==> config.mk <==
export PLATFORM = sky130hd
export DESIGN_NAME = clk_div_ctrl
export DESIGN_NICKNAME = d
export VERILOG_FILES = /design/src/rtl/clk_div_ctrl_pkg.sv /design/src/rtl/clk_div_core.sv /design/src/rtl/clk_div_ctrl.sv
export SDC_FILE = /design/constraint.sdc
export NUM_CORES = 1
export LEC_CHECK = 0
export CAP_MARGIN = 20
export CORE_ASPECT_RATIO = 1.2
export CORE_UTILIZATION = 55
export DETAILED_ROUTE_END_ITERATION = 16
export GPL_TIMING_DRIVEN = 1
export PLACE_DENSITY_LB_ADDON = 0.3
export SYNTH_ARGS = -nofsm -noshare
export SYNTH_HDL_FRONTEND = slang
export SYNTH_SLANG_ARGS = --single-unit
==> constraint.sdc <==
create_clock -name clk -period 6.5 [get_ports clk]
set_input_delay 1.95 -clock clk [delete_from_list [all_inputs] [get_ports clk]]
set_output_delay 1.95 -clock clk [all_outputs]
set_load 0.05 [all_outputs]
==> src/rtl/clk_div_ctrl_pkg.sv <==
// Shared definitions for the programmable clock divider controller:
// FSM state encoding and the smallest divisor the block accepts.
package clk_div_ctrl_pkg;

    typedef enum logic [1:0] {
        IDLE  = 2'd0,  // stopped, counter parked at 0
        RUN   = 2'd1,  // counting periods, en high
        PEND  = 2'd2,  // divisor update waiting for the period boundary
        DRAIN = 2'd3   // en dropped, finishing the current period
    } state_e;

    localparam int unsigned DIV_MIN = 2;

endpackage

==> src/rtl/clk_div_core.sv <==
// Period counter plus registered clk_div / tick generation.
// Outputs are registered from the next-cycle counter value, so clk_div, tick
// and cnt_last always describe the counter value of the current cycle.
//
// run  : the counter is active in the next cycle (0 parks it at 0)
// load : the next cycle starts a fresh period at cnt=0
// div  : divisor that applies in the next cycle
module clk_div_core
    import clk_div_ctrl_pkg::*;
#(
    parameter int WIDTH = 8
) (
    input  logic             clk,
    input  logic             rst_n,
    input  logic             run,
    input  logic             load,
    input  logic [WIDTH-1:0] div,
    output logic             cnt_last,
    output logic             clk_div,
    output logic             tick
);

    logic [WIDTH-1:0] cnt_q, cnt_d;
    logic             clk_div_q, clk_div_d;
    logic             tick_q, tick_d;

    // Next counter value and the outputs that belong to it.
    always_comb begin
        cnt_d = '0;
        if (run && !load) begin
            cnt_d = cnt_q + WIDTH'(1);
        end
        clk_div_d = run && (cnt_d >= (div >> 1));
        tick_d    = run && (cnt_d == (div - WIDTH'(1)));
    end

    // Counter and output registers.
    always_ff @(posedge clk or negedge rst_n) begin
        if (!rst_n) begin
            cnt_q     <= '0;
            clk_div_q <= 1'b0;
            tick_q    <= 1'b0;
        end else begin
            cnt_q     <= cnt_d;
            clk_div_q <= clk_div_d;
            tick_q    <= tick_d;
        end
    end

    // The tick register already flags the last count of a running period.
    assign cnt_last = tick_q;
    assign clk_div  = clk_div_q;
    assign tick     = tick_q;

endmodule

==> src/rtl/clk_div_ctrl.sv <==
// Programmable clock divider controller: run/stop FSM and divisor update
// handshake around the clk_div_core counter.
// Optional feature macro: CLK_DIV_CTRL_PERIOD_CNT_EN adds a 16-bit wrapping
// count of completed periods on output period_cnt.
//
// Handshake: div_req is a level held by the requester until div_ack. A
// request is taken on any clock edge where div_req=1 and busy=0. Divisors
// below DIV_MIN are answered at once with div_ack+div_err. A valid divisor is
// applied at the next period boundary, where the edge that ends a period
// (cnt==div_q-1) and any edge while IDLE both count as boundaries, so the
// new value never produces a runt pulse. div_ack marks the first cycle with
// the new divisor. When the request has to wait, busy covers the wait.
module clk_div_ctrl
    import clk_div_ctrl_pkg::*;
#(
    parameter int WIDTH   = 8,
    parameter int DIV_RST = 2
) (
    input  logic             clk,
    input  logic             rst_n,
    input  logic             en,
    input  logic             div_req,
    input  logic [WIDTH-1:0] div_val,
    output logic             div_ack,
    output logic             div_err,
    output logic             busy,
    output logic             clk_div,
    output logic             tick,
`ifdef CLK_DIV_CTRL_PERIOD_CNT_EN
    output logic [15:0]      period_cnt,
`endif
    output state_e           state_dbg
);

    localparam logic [WIDTH-1:0] DIV_RST_W = WIDTH'(DIV_RST);

    state_e           state_q, state_d;
    logic [WIDTH-1:0] div_q, div_d;
    logic [WIDTH-1:0] div_pend_q, div_pend_d;
    logic             busy_q, busy_d;
    logic             ack_q, ack_d;
    logic             err_q, err_d;

    logic             cnt_last;
    logic             accept, val_ok, at_bnd;
    logic             load_now, defer, load_pend;
    logic             core_run, core_load;

    // Request decode, divisor/handshake next state and FSM transitions.
    always_comb begin
        accept    = div_req && !busy_q;
        val_ok    = div_val >= WIDTH'(DIV_MIN);
        at_bnd    = (state_q == IDLE) || cnt_last;
        load_now  = accept && val_ok && at_bnd;
        defer     = accept && val_ok && !at_bnd;
        load_pend = (state_q == PEND) && cnt_last;

        div_d      = div_q;
        div_pend_d = div_pend_q;
        busy_d     = busy_q;
        ack_d      = 1'b0;
        err_d      = 1'b0;

        if (accept) begin
            div_pend_d = div_val;
        end
        if (accept && !val_ok) begin
            ack_d = 1'b1;
            err_d = 1'b1;
        end
        if (load_now) begin
            div_d = div_val;
            ack_d = 1'b1;
        end
        if (defer) begin
            busy_d = 1'b1;
        end
        if (load_pend) begin
            div_d  = div_pend_q;
            busy_d = 1'b0;
            ack_d  = 1'b1;
        end

        // RUN and DRAIN share transitions; they differ only in what en was.
        state_d = state_q;
        case (state_q)
            IDLE: begin
                if (en) state_d = RUN;
            end
            RUN, DRAIN: begin
                if (defer)         state_d = PEND;
                else if (en)       state_d = RUN;
                else if (cnt_last) state_d = IDLE;
                else               state_d = DRAIN;
            end
            PEND: begin
                if (cnt_last) state_d = en ? RUN : IDLE;
            end
            default: state_d = IDLE;
        endcase

        core_run  = (state_d != IDLE);
        core_load = (state_q == IDLE) || cnt_last;
    end

    // FSM, divisor and handshake registers.
    always_ff @(posedge clk or negedge rst_n) begin
        if (!rst_n) begin
            state_q    <= IDLE;
            div_q      <= DIV_RST_W;
            div_pend_q <= '0;
            busy_q     <= 1'b0;
            ack_q      <= 1'b0;
            err_q      <= 1'b0;
        end else begin
            state_q    <= state_d;
            div_q      <= div_d;
            div_pend_q <= div_pend_d;
            busy_q     <= busy_d;
            ack_q      <= ack_d;
            err_q      <= err_d;
        end
    end

    clk_div_core #(
        .WIDTH (WIDTH)
    ) u_core (
        .clk      (clk),
        .rst_n    (rst_n),
        .run      (core_run),
        .load     (core_load),
        .div      (div_d),
        .cnt_last (cnt_last),
        .clk_div  (clk_div),
        .tick     (tick)
    );

`ifdef CLK_DIV_CTRL_PERIOD_CNT_EN
    logic [15:0] period_cnt_q;

    // Completed-period counter, wraps naturally at 16'hFFFF.
    always_ff @(posedge clk or negedge rst_n) begin
        if (!rst_n) begin
            period_cnt_q <= '0;
        end else if (tick) begin
            period_cnt_q <= period_cnt_q + 16'd1;
        end
    end

    assign period_cnt = period_cnt_q;
`endif

    assign div_ack   = ack_q;
    assign div_err   = err_q;
    assign busy      = busy_q;
    assign state_dbg = state_q;

endmodule

# Yosys cells after proc, flatten, opt, wreduce, memory -nomap -nowiden
# Index checks and enable logic that the tools add are counted.
op_classes:
  n_eq_ne: 4
  addsub: 2
  n_reduce_logical: 17
  mux: 15
  order_cmp: 2
ops:
  columns: ["operator", "n"]
  rows:
  - ["8-bit 2-to-1 mux", 3]
  - ["2-bit 2-to-1 mux", 5]
  - ["1-bit logical AND", 9]
  - ["8-bit by 1-bit adder with 8-bit output, second input constant", 1]
  - ["8-bit == test", 1]
  - ["8-bit by 2-bit >= comparator with 1-bit output, second input constant", 1]
  - ["8-bit by 7-bit >= comparator with 1-bit output", 1]
  - ["8-bit by 1-bit subtractor with 8-bit output, second input constant", 1]
  - ["1-bit 2-to-1 mux", 6]
  - ["2-bit one-hot mux with 3 select lines", 1]
  - ["2-bit == test, second input constant", 2]
  - ["2-bit nonzero test", 2]
  - ["1-bit logical NOT", 3]
  - ["2-bit by 1-bit == test with 1-bit output, second input constant", 1]
  - ["2-bit logical NOT", 1]
  - ["2-bit OR reduction", 1]
  - ["1-bit logical OR", 1]
totals:
  wordCells: 49
  in_bits: 12
  regBits: 31

# Depth between registers and ports, before layout
logic_depth:
  ltp_word: 11
  ltp_mapped: 12
  mapped_depth_nobuf: 12

# By module
# Synthesis repeated with hierarchy kept, for this count alone.
hier_totals:
  cells_unflattened: 193
  area_unflattened_um2: 1783.0
modules_own_cells:
  columns: ["mod", "area_each_um2", "cells_each", "instances"]
  rows:
  - ["clk_div_ctrl", 912.1, 94, 1]
  - ["clk_div_core", 870.8, 99, 1]

# Worst setup path after synthesis
# No wires, ideal clock.
synth_timing:
  kind: "input-to-reg"
  startpoint: "input port div_val[7]"
  endpoint: "register u_core.tick_q, in the netlist u_core.cnt_last"
  path_stages: 11
  arrival_time_ps: 4092
  setup_ps: 87
  t_required_ps: 6413
  path_slack_ps: 2321
  path_cell_list: "nor3_1 -> a211o_4 -> a211oi_2 -> or2_2 -> ha_1 -> inv_1 -> o21ai_0 -> mux2_2 -> o21ai_0 -> o21ai_1 -> a211oi_2"
synth_via:
  elab_chain_cells: 10
synth_rtl:
  columns: ["item", "line", "rtl"]
  rows:
  - ["from (decl)", "clk_div_ctrl.sv:23", "input logic [WIDTH-1:0] div_val,"]
  - ["parallel branches: the longest is 9 deep, another holds 8-bit by 2-bit >= comparator with 1-bit output", null, null]
  - ["1-bit logical AND (*)", "clk_div_core.sv:34", "tick_d = run && (cnt_d == (div - WIDTH'(1)));"]
  - ["net u_core.tick_d", "clk_div_core.sv:25", "logic tick_q, tick_d;"]
  - ["to (signal assigned)", "clk_div_core.sv:46", "tick_q <= tick_d;"]
  - ["to (decl)", "clk_div_core.sv:25", null]
# Mark *: on every way through the listed nets, which the timed path passes.
# A chain may end at the register's enable or synchronous reset.

# Worst setup path in the final report
layout_timing:
  startpoint: "input port div_req"
  endpoint: "register u_core.clk_div_q, in the netlist u_core.clk_div"
layout_lines:
  columns: ["item", "line", "rtl"]
  rows:
  - ["from (decl)", "clk_div_ctrl.sv:22", "input logic div_req,"]
  - ["1-bit logical AND", "clk_div_ctrl.sv:51", "accept = div_req && !busy_q;"]
  - ["1-bit logical AND (2 in a row)", "clk_div_ctrl.sv:54", "load_now = accept && val_ok && at_bnd;"]
  - ["8-bit 2-to-1 mux", "clk_div_ctrl.sv:71", "if (load_now) begin"]
  - ["8-bit 2-to-1 mux", "clk_div_ctrl.sv:78", "if (load_pend) begin"]
  - ["net div_d[1]", "clk_div_ctrl.sv:38", "logic [WIDTH-1:0] div_q, div_d;"]
  - ["8-bit by 7-bit >= comparator with 1-bit output", "clk_div_core.sv:33", "clk_div_d = run && (cnt_d >= (div >> 1));"]
  - ["1-bit logical AND", "clk_div_core.sv:33", null]
  - ["net u_core.clk_div_d", "clk_div_core.sv:24", "logic clk_div_q, clk_div_d;"]
  - ["to (signal assigned)", "clk_div_core.sv:45", "clk_div_q <= clk_div_d;"]
  - ["to (decl)", "clk_div_core.sv:24", null]
# The timed path passes the listed nets, and every way through them passes these cells.

==> reports/metrics.yaml <==
outcome:
  run_status: "finished, final reports clean"
detailed_routing:
  drtIter0Drc: 71
  num_vias: 1601
  first_pass_iters: 4
  vias_per_cell: 6.00
  final_antenna_net_count: 0
  drc: 0
  routed_wl_um: 4260
  wl_per_cell_um: 15.9
setup_path:
  reg2reg_depth: 12
  end_kind: "register"
  path_max_fanout: 14
  r2r_start: "busy$_DFFE_PN0P_"
  worstPathRequired_ns: 6.70
  r2r_setup_slack_ns: 3.40
  critPathLaunchType: "primary input"
  cpPeakStageDelay_ns: 0.58
  cp.arrival_ns: 5.01
  crit_slowest_cell: "clkdlybuf4s50_1"
  crit_chain: "clkdlybuf4s50_1 > nand2b_1 > a211o_4 > a221oi_1 > or2_2 > inv_1 > ha_1 > inv_1 > a21boi_0 > o32ai_1 > a21boi_0 > o2111ai_1 > a31oi_1"
  crit_type: "primary input to register"
  r2r_end: "u_core.clk_div$_DFF_PN0_"
floorplanning:
  die_w_um: 56.0
  die_y_um: 66.8
  rows: 23
  ios: 19
  dieArea_sq_mm: 0.00374
  start_util: 0.576
  core_area_sq_mm: 0.00334
hold_path:
  hold_class: "register to register"
  min_delay_path_depth: 2
  hold_end: "div_pend_q[1]$_DFFE_PN0P_"
  min-delay-start: "div_pend_q[1]$_DFFE_PN0P_"
synth:
  synth_edf_count: 0
  synth_flop_cell: "dfrtp_1"
  synthCells: 208
  syn_area_per_cell_sq_um: 9.25
  synth_seq_area_share: 0.404
  ys_ff_latch: 31
  syn_nets: 228
  synthesis.area_sq_mm: 0.00192
  ys_types: 58
  async_flop_share: 1.00
  yosys_warnings: 0
clocking:
  cts_num_sinks: 31
  clkLatencyLatePin_ns: 0.28
  root_buffer: "clkbuf_8"
  cts_tree: "yes"
  holdBufCountCts: 0
  post_cts_buffers: 0
  cts_buffer_depth: 2
  clk_pin_slew_worst_paths_ns: 0.06
  cts_resized: 0
  cts_buffers: 5
  htreeDepth: 2
final_layout:
  multiInputGateArea_sq_mm: 0.00107
  diodes: 0
  final_common_cell: "nand2_1"
  drive_above_1_share: 0.113
  area_growth_pct: 16.8
  final_cells: 267
  final_nets: 249
  ff_latch_area_sq_um: 777
  layout_common_cells: "nand2_1 (37), dfrtp_1 (30), clkdlybuf4s50_1 (18), nor2_1 (16), inv_1 (12)"
  nFillCells: 272
placed_design:
  port_buffers: 18
  routabilityCongestion: 0.889
  placed_cells: 259
  hpwl_um: 3090
sta:
  fin_crit_ns: 4.82
  finalHoldViolCount: 0
  fin_skew_ns: 0.00478
  finalCritPeriodShare: 0.741
  tightest_slew_ns: 0.769
  final.setup.tns_ns: 0
  drv_slew: 0
  relSlewSlack: 0.487
  fmax_mhz: 208
  final-setup-viol-count: 0
  rsz0062_at_grt: "no"
power:
  total_power_mw: 1.07
  p_per_area_mw_per_mm2: 474
  p_leak_nw: 0.984
  ir_drop_mv: 0.320
grt:
  grt_pass1_wl_um: 6980
  track_usage: 0.243
  grt_max_degree: 32
  grt_pass1_vias: 1463
  gr-total-overflow: 0
  grt_antenna_before_repair: 0
flow_run:
  maxCapViolCount: 0
==> report_power, final <==
part / leakage (nW) / internal (mW) / switching, mW
combinational: 0.537 / 0.225 / 0.312
sequential: 0.386 / 0.268 / 0.0673
clock: 0.0612 / 0.124 / 0.0716
==> worst max-delay path by stage <==
stage | from | endpoint
global route | div_req | u_core.clk_div$_DFF_PN0_
CTS | div_req | u_core.clk_div$_DFF_PN0_
global placement | div_req | u_core.clk_div$_DFF_PN0_
floorplan | div_val[7] | u_core.cnt_last$_DFF_PN0_
finish | div_req | u_core.clk_div$_DFF_PN0_
detailed placement | div_req | u_core.clk_div$_DFF_PN0_
==> layout make-up <==
cell class	count	area share
Timing Repair Buffer	20	0.0868
Clock inverter	2	0.0156
Inverter	12	0.0200
Tap cell	37	0.0206
Multi-Input combinational cell	159	0.475
Clock buffer	6	0.0367
Sequential cell	31	0.346
==> cell usage after synthesis (2+ instances only) <==
library cell / n / area [sq um]
nand2_1: 37 / 139
dfrtp_1: 30 / 751
nor2_1: 16 / 60.1
inv_1: 12 / 45.0
o21ai_0: 9 / 45.0
a31oi_1: 8 / 50.1
ha_1: 8 / 100
nand3_1: 6 / 30.0
nor3_1: 6 / 30.0
xnor2_1: 6 / 52.6
a21oi_1: 5 / 25.0
xor2_1: 4 / 35.0
o22ai_1: 3 / 18.8
or3_1: 3 / 18.8
a211oi_1: 2 / 15.0
a211oi_2: 2 / 25.0
a21boi_0: 2 / 15.0
buf_4: 2 / 15.0
clkbuf_1: 2 / 7.51
nand2b_1: 2 / 12.5
nand4bb_1: 2 / 22.5
o2111ai_1: 2 / 17.5
o21a_1: 2 / 15.0
o21ai_1: 2 / 10.0
or2_2: 2 / 12.5
==> flip-flops by register name (all words and copies together), names as in the netlist <==
| signal | flops |
|---|---|
| div_pend_q | 8 |
| div_q | 8 |
| u_core.cnt_q | 8 |
| state_dbg | 2 |
| busy | 1 |
| div_ack | 1 |
| div_err | 1 |
| u_core.clk_div | 1 |
| u_core.cnt_last | 1 |
==> critical path: cells and delay by family <==
| family | cells | cell delay, ns |
|---|---|---|
| buf+inv | 3 | 0.68 |
| simple gates | 2 | 0.53 |
| fa+ha+maj | 1 | 0.27 |
| compound gates | 7 | 1.58 |
==> through the flow <==
stage               setup WS (ns)  hold WS [ns]  area, sq um  utilization
floorplan                    2.32         0.438         1920            -
global placement             1.46         0.474         2130        0.638
detailed placement           1.42         0.472         2130        0.638
CTS                          1.70         0.487         2250        0.674
global route                 1.43         0.502         2250        0.674
finish                       1.68         0.483         2250        0.674
==> cell families (layout without fill, tap and decap cells) <==
| group | count (synthesis) | in the layout | share of synthesized area |
|---|---|---|---|
| DFF | 31 | 31 | 0.404 |
| adders and majority gates | 8 | 8 | 0.0520 |
| xor gates and xnor gates | 10 | 10 | 0.0455 |
| and+or+nand+nor | 88 | 88 | 0.240 |
| muxes | 2 | 2 | 0.0111 |
| AOI/OAI and AO/OA | 51 | 51 | 0.206 |
| buffers and inverters | 18 | 40 | 0.0416 |
==> routing by layer <==
metal	GRT usage	wire length (um)	vias up
met1	0.316	1990	764
met4	0.0884	62	0
li1	-	-	790
met5	0	0	-
met2	0.402	2020	42
met3	0.0466	181	5
(Power assumes the default switching activity.)
